[src/rtl/conv_window_gen.sv]
// Streaming KxK sliding-window generator: K-1 delay-line row buffers feed a KxK shift
// window; a window is emitted for every stride-aligned position once K rows are present.
module conv_window_gen #(
    parameter int WIDTH       = 28,
    parameter int HEIGHT      = 28,
    parameter int DATA_BITS   = 8,
    parameter int CHANNELS    = 1,
    parameter int FILTER_SIZE = 5,
    parameter int STRIDE      = 1
) (
    input  logic                                                  clk,
    input  logic                                                  rst,
    input  logic                                                  in_valid,
    output logic                                                  in_ready,
    input  logic [CHANNELS*DATA_BITS-1:0]                         data_in,
    output logic                                                  out_valid,
    input  logic                                                  out_ready,
    output logic [FILTER_SIZE*FILTER_SIZE*CHANNELS*DATA_BITS-1:0] data_out,
    output logic                                                  out_last,
    output logic                                                  frame_done
);

    localparam int PIX   = CHANNELS * DATA_BITS;
    localparam int K     = FILTER_SIZE;
    localparam int CW    = (WIDTH > 1) ? $clog2(WIDTH) : 1;
    localparam int RW    = (HEIGHT > 1) ? $clog2(HEIGHT) : 1;
    localparam int SW    = (STRIDE > 1) ? $clog2(STRIDE) : 1;
    localparam int OUT_W = (WIDTH - K) / STRIDE + 1;
    localparam int OUT_H = (HEIGHT - K) / STRIDE + 1;

    localparam logic [CW-1:0] COL_MAX   = CW'(WIDTH - 1);
    localparam logic [CW-1:0] COL_FIRST = CW'(K - 1);
    localparam logic [CW-1:0] COL_PRE   = CW'(K - 2);
    localparam logic [CW-1:0] COL_LAST  = CW'(K - 1 + STRIDE * (OUT_W - 1));
    localparam logic [RW-1:0] ROW_MAX   = RW'(HEIGHT - 1);
    localparam logic [RW-1:0] ROW_FIRST = RW'(K - 1);
    localparam logic [RW-1:0] ROW_PRE   = RW'(K - 2);
    localparam logic [RW-1:0] ROW_LAST  = RW'(K - 1 + STRIDE * (OUT_H - 1));
    localparam logic [SW-1:0] PH_MAX    = SW'(STRIDE - 1);

    generate
        if (K < 2 || K > WIDTH || K > HEIGHT || STRIDE < 1 || CHANNELS < 1 || DATA_BITS < 1) begin : g_bad_param
            $error("conv_window_gen: illegal parameter combination");
        end
    endgenerate

    logic [CW-1:0]          col_reg;
    logic [RW-1:0]          row_reg;
    logic [SW-1:0]          col_ph_reg;
    logic [SW-1:0]          row_ph_reg;
    logic                   out_valid_reg;
    logic                   out_last_reg;
    logic                   frame_done_reg;
    logic [K*K*PIX-1:0]     win_reg;

    logic                   accept;
    logic                   emit;
    logic                   col_wrap;
    logic                   row_wrap;
    logic [CW-1:0]          col_next;
    logic [RW-1:0]          row_next;
    logic [CW-1:0]          rd_addr;
    logic [(K-1)*PIX-1:0]   lb_rd;
    logic [K*PIX-1:0]       col_in;

    assign in_ready = !out_valid_reg || out_ready;
    assign accept   = in_valid && in_ready;
    assign col_wrap = (col_reg == COL_MAX);
    assign row_wrap = (row_reg == ROW_MAX);
    assign col_next = col_wrap ? '0 : col_reg + 1'b1;
    assign row_next = !col_wrap ? row_reg : (row_wrap ? '0 : row_reg + 1'b1);
    assign emit     = accept && (row_reg >= ROW_FIRST) && (col_reg >= COL_FIRST)
                      && (row_ph_reg == '0) && (col_ph_reg == '0);

    // The RAM read port always points at the column the next accepted pixel will use,
    // so the registered read data is ready the moment that pixel arrives.
    assign rd_addr  = rst ? '0 : (accept ? col_next : col_reg);

    // Column entering the window: oldest buffered row in the low slice, live pixel on top.
    assign col_in   = {data_in, lb_rd};

    genvar gi;
    generate
        for (gi = 0; gi < K - 1; gi++) begin : g_line
            logic [PIX-1:0] mem [WIDTH];
            logic [PIX-1:0] rd_reg;
            logic [PIX-1:0] wr_data;

            if (gi == K - 2) begin : g_newest
                assign wr_data = data_in;
            end else begin : g_older
                assign wr_data = lb_rd[(gi+1)*PIX +: PIX];
            end

            always_ff @(posedge clk) begin
                if (accept && !rst) begin
                    mem[col_reg] <= wr_data;
                end
                rd_reg <= mem[rd_addr];
            end

            assign lb_rd[gi*PIX +: PIX] = rd_reg;
        end
    endgenerate

    // Each row of the window shifts one element left; the new column lands at c = K-1.
    always_ff @(posedge clk) begin
        if (rst) begin
            win_reg <= '0;
        end else if (accept) begin
            for (int r = 0; r < K; r++) begin
                for (int c = 0; c < K - 1; c++) begin
                    win_reg[(r*K+c)*PIX +: PIX] <= win_reg[(r*K+c+1)*PIX +: PIX];
                end
                win_reg[(r*K+K-1)*PIX +: PIX] <= col_in[r*PIX +: PIX];
            end
        end
    end

    always_ff @(posedge clk) begin
        if (rst) begin
            col_reg        <= '0;
            row_reg        <= '0;
            col_ph_reg     <= '0;
            row_ph_reg     <= '0;
            out_valid_reg  <= 1'b0;
            out_last_reg   <= 1'b0;
            frame_done_reg <= 1'b0;
        end else begin
            frame_done_reg <= accept && col_wrap && row_wrap;
            if (accept) begin
                col_reg <= col_next;
                row_reg <= row_next;
                // Phases restart so the first full-window column/row is phase 0.
                if (col_reg == COL_PRE || col_ph_reg == PH_MAX) begin
                    col_ph_reg <= '0;
                end else begin
                    col_ph_reg <= col_ph_reg + 1'b1;
                end
                if (col_wrap) begin
                    if (row_reg == ROW_PRE || row_ph_reg == PH_MAX) begin
                        row_ph_reg <= '0;
                    end else begin
                        row_ph_reg <= row_ph_reg + 1'b1;
                    end
                end
            end
            if (emit) begin
                out_valid_reg <= 1'b1;
                out_last_reg  <= (row_reg == ROW_LAST) && (col_reg == COL_LAST);
            end else if (out_ready) begin
                out_valid_reg <= 1'b0;
                out_last_reg  <= 1'b0;
            end
        end
    end

    assign out_valid  = out_valid_reg;
    assign out_last   = out_last_reg;
    assign frame_done = frame_done_reg;
    assign data_out   = win_reg;

endmodule

[config.mk]
export PLATFORM = sky130hd
export DESIGN_NAME = conv_window_gen
export DESIGN_NICKNAME = d
export VERILOG_FILES = /design/src/rtl/conv_window_gen.sv
export SDC_FILE = /design/constraint.sdc
export NUM_CORES = 2
export LEC_CHECK = 0
export CORE_ASPECT_RATIO = 1.1
export CORE_MARGIN = 2
export CORE_UTILIZATION = 38
export CTS_CLUSTER_DIAMETER = 150
export DETAILED_ROUTE_END_ITERATION = 6
export HOLD_SLACK_MARGIN = 0.1
export PLACE_DENSITY = 0.66
export SYNTH_ARGS = -nofsm -noshare
export SYNTH_HDL_FRONTEND = slang
export SYNTH_SLANG_ARGS = --single-unit
export TNS_END_PERCENT = 30
[constraint.sdc]
create_clock -name clk -period 6.1 [get_ports clk]
set_input_delay 0.915 -clock clk [delete_from_list [all_inputs] [get_ports clk]]
set_output_delay 0.915 -clock clk [all_outputs]
set_load 0.01 [all_outputs]
==> flow_metrics.tcl <==
set metrics [dict create \
    outcome "finished clean" \
    hold_class "reg -> reg" \
    crit_fanout 34 \
    hold_viol_final 0 \
    avgRoutedWirePerCell_um 23.7 \
    final_antenna_net_count 0 \
    worstPathArrival_ps 4700 \
    gp_congestion 0.861 \
    grt_usage 0.208 \
    grt_max_degree 143 \
    grt_pass1_vias 28146 \
    switching_share 0.233 \
    p_int_w 0.0126 \
    regToRegStartpoint "out_valid$_SDFFE_PP0P_" \
    p_per_area_nw_per_um2 324 \
    ys_ff_latch 1143 \
    fin_setup_tns_ps 0 \
    tightest_slew_ps 1360 \
    period_share 0.668 \
    drc 0 \
    initial_core_util 0.383 \
    die_y_um 357 \
    antenna_found_initial 1 \
    ys.flop_type "edfxtp_1" \
    utilization 0.450 \
    synth_top_area_frac 0.625 \
    syn_area_sq_um 43100 \
    sequentialPowerShare 0.532 \
    clock_sinks 1143 \
    synth.top_cells.by_count "nand2_1, edfxtp_1, a21oi_1" \
    fin_nets 3671 \
    hold_path.startpoint "data_out[3]$_SDFFE_PP0N_" \
    pin_count 216 \
    synth.distinct_cells 47 \
    largest_register_ffs 896 \
    drv_slew 0 \
    synth_cells 3484 \
    row_count 129 \
    rsz0062_at_grt "false" \
    yosys-top-cells-area "edfxtp_1, dfxtp_1, nand2_1" \
    place_inst 5051 \
    cts_buffer_depth 3 \
    drt_first_pass_iters 6 \
    first_iter_violations 3324 \
    crit_path_end_kind "flop" \
    ys_seq_area_frac 0.740 \
    postCtsHoldBufs 0 \
    cts_tree "built" \
    fmax_ghz 0.245 \
    drive_gt1_frac 0.0841 \
    area_growth_pct 17.6 \
    peakVddDrop_v 0.000256 \
    routed_wirelength_mm 125 \
    setup_viol 0 \
    yosysMostFrequentCell "nand2_1" \
    insertion_delay_ps 690 \
    fin_worst_skew_ps 25.9 \
    regMostFlops "g_line.mem" \
    design.core.area_sq_um 112000 \
    vias 29117 \
    cts_buffers 106 \
    io_buffers 215 \
    slew_headroom 0.0882 \
    fp.dieW_um 325 \
    fin_crit_ps 4070 \
    overflow 0 \
    leakagePower_nw 16.5 \
    yosys.area.top_type "edfxtp_1" \
    setup.worst_path.start "out_ready" \
    postCtsSetupBuffers 0 \
    n_antenna_cell 0 \
    die_area_sq_um 116000 \
    synth_enable_flop_cells 896 \
    critical_path_class "in -> reg" \
    synth_fp_nets 3502 \
    ys_async_sr_fraction 0 \
    syn_avg_cell_area_sq_um 12.4 \
    dp_hpwl_mm 71.3 \
    worstPathRequired_ps 6720 \
    stdcell_count 5252 \
    viasPerCell 5.54 \
    grt_pass1_wl_mm 183 \
    clock_power_share 0.402 \
    path_clk_slew_ps 60 \
    ctsResizeCount 0 \
    cap_violations 0 \
    p_comb_frac 0.066 \
    root_buffer "clkbuf_16" \
    cts_max_level 3 \
    ys_warn_count 0 \
    n_fill_cell 10073 \
    critPathLaunchType "input pin" \
    p_sw_w 0.00383 \
]
==> stage by stage <==
step / setup WS, ps / area [sq um] / hold WS, ps / power (W)
2_1_floorplan: 2410 / 43100 / 417 / 0.00941
3_3_place_gp: 1500 / 47100 / 441 / 0.00997
3_5_place_dp: 1400 / 47100 / 445 / 0.00998
4_1_cts: 2110 / 50600 / 454 / 0.0165
5_1_grt: 1890 / 50600 / 468 / 0.0169
6_report: 2030 / 50600 / 452 / 0.0164
==> layout make-up <==
class | instances | area [sq um] | area share
well taps | 1506 | 1880 | 0.0372
clock buffers | 145 | 2990 | 0.0591
clock inverters | 56 | 483 | 0.00954
flip-flops and latches | 1143 | 31900 | 0.629
repair buffers | 306 | 2960 | 0.0585
multi-input cells | 2083 | 10400 | 0.205
inverters | 13 | 61.3 | 0.00121
==> logic make-up (layout without fill, tap and decap cells) <==
group                    Yosys count  in the layout  share of synthesized area
AO/OA/AOI/OAI                    696            696                      0.102
adder cells (fa/ha/maj)            6              6                    0.00174
buffers and inverters            258            520                     0.0259
flip-flops                      1143           1143                      0.740
multiplexers                       5              5                    0.00148
AND/OR/NAND/NOR                 1376           1376                      0.130
==> final timing paths <==
| kind | endpoint | slack, ps | cells after the start |
|---|---|---|---|
| worst max-delay path | g_line[2].wr_data[6]$_DFF_P_ | 2030 | 10 |
| worst min-delay path | data_out[3]$_SDFFE_PP0N_ | 450 | 2 |
| worst max register to register | g_line[2].wr_data[6]$_DFF_P_ | 2310 | 9 |
| worst min register to register | data_out[3]$_SDFFE_PP0N_ | 450 | 2 |
==> power groups by stage <==
stage	Sequential, W	Clock [W]	Combinational, W
final	0.00874	0.00660	0.00109
after global routing	0.00874	0.00696	0.00116
after CTS	0.00874	0.00667	0.00108
after detailed placement	0.00890	0	0.00108
after global placement	0.00890	0	0.00106
after floorplan	0.00892	0	0.000498
==> worst max-delay path: stages <==
cell and delay, ps:
clkdlybuf4s50_1 410, nor2b_1 500, inv_2 220, nand4_1 150
and2_2 170, buf_4 570, nand3_2 950, a21oi_1 480
a21oi_1 190, nand4_1 120
==> placed cells by master (no fill, tap or decap), types with 2 or more instances in the layout <==
cell,count
nor2_4,35
nand4_1,36
and3_1,34
o21ai_0,63
clkinv_1,13
nor2b_1,5
mux2i_1,3
inv_1,8
nand2_1,989
buf_12,10
nor4_1,2
nor2_1,133
o211ai_1,2
buf_4,81
a311o_1,32
ha_1,6
clkbuf_1,22
clkinvlp_4,5
clkbuf_8,15
clkinv_2,24
dfxtp_2,3
inv_4,3
dfxtp_1,244
clkdlybuf4s50_1,214
edfxtp_1,896
inv_2,3
a22oi_1,33
nand3_1,127
nand3_2,2
and2_1,3
a311oi_1,33
o2111ai_1,62
o31ai_1,2
bufinv_16,6
clkbuf_16,108
a32oi_1,64
a21oi_1,396
clkinv_8,3
==> layer usage <==
| layer | part of all wire | up-vias | global-route usage |
|---|---|---|---|
| met5 | 0 | - | 0 |
| met4 | 0.037 | 0 | 0.0831 |
| met3 | 0.086 | 234 | 0.0344 |
| met2 | 0.49 | 1415 | 0.352 |
| met1 | 0.39 | 14486 | 0.269 |
| li1 | - | 12982 | - |
Power figures use the tool's default switching activity.
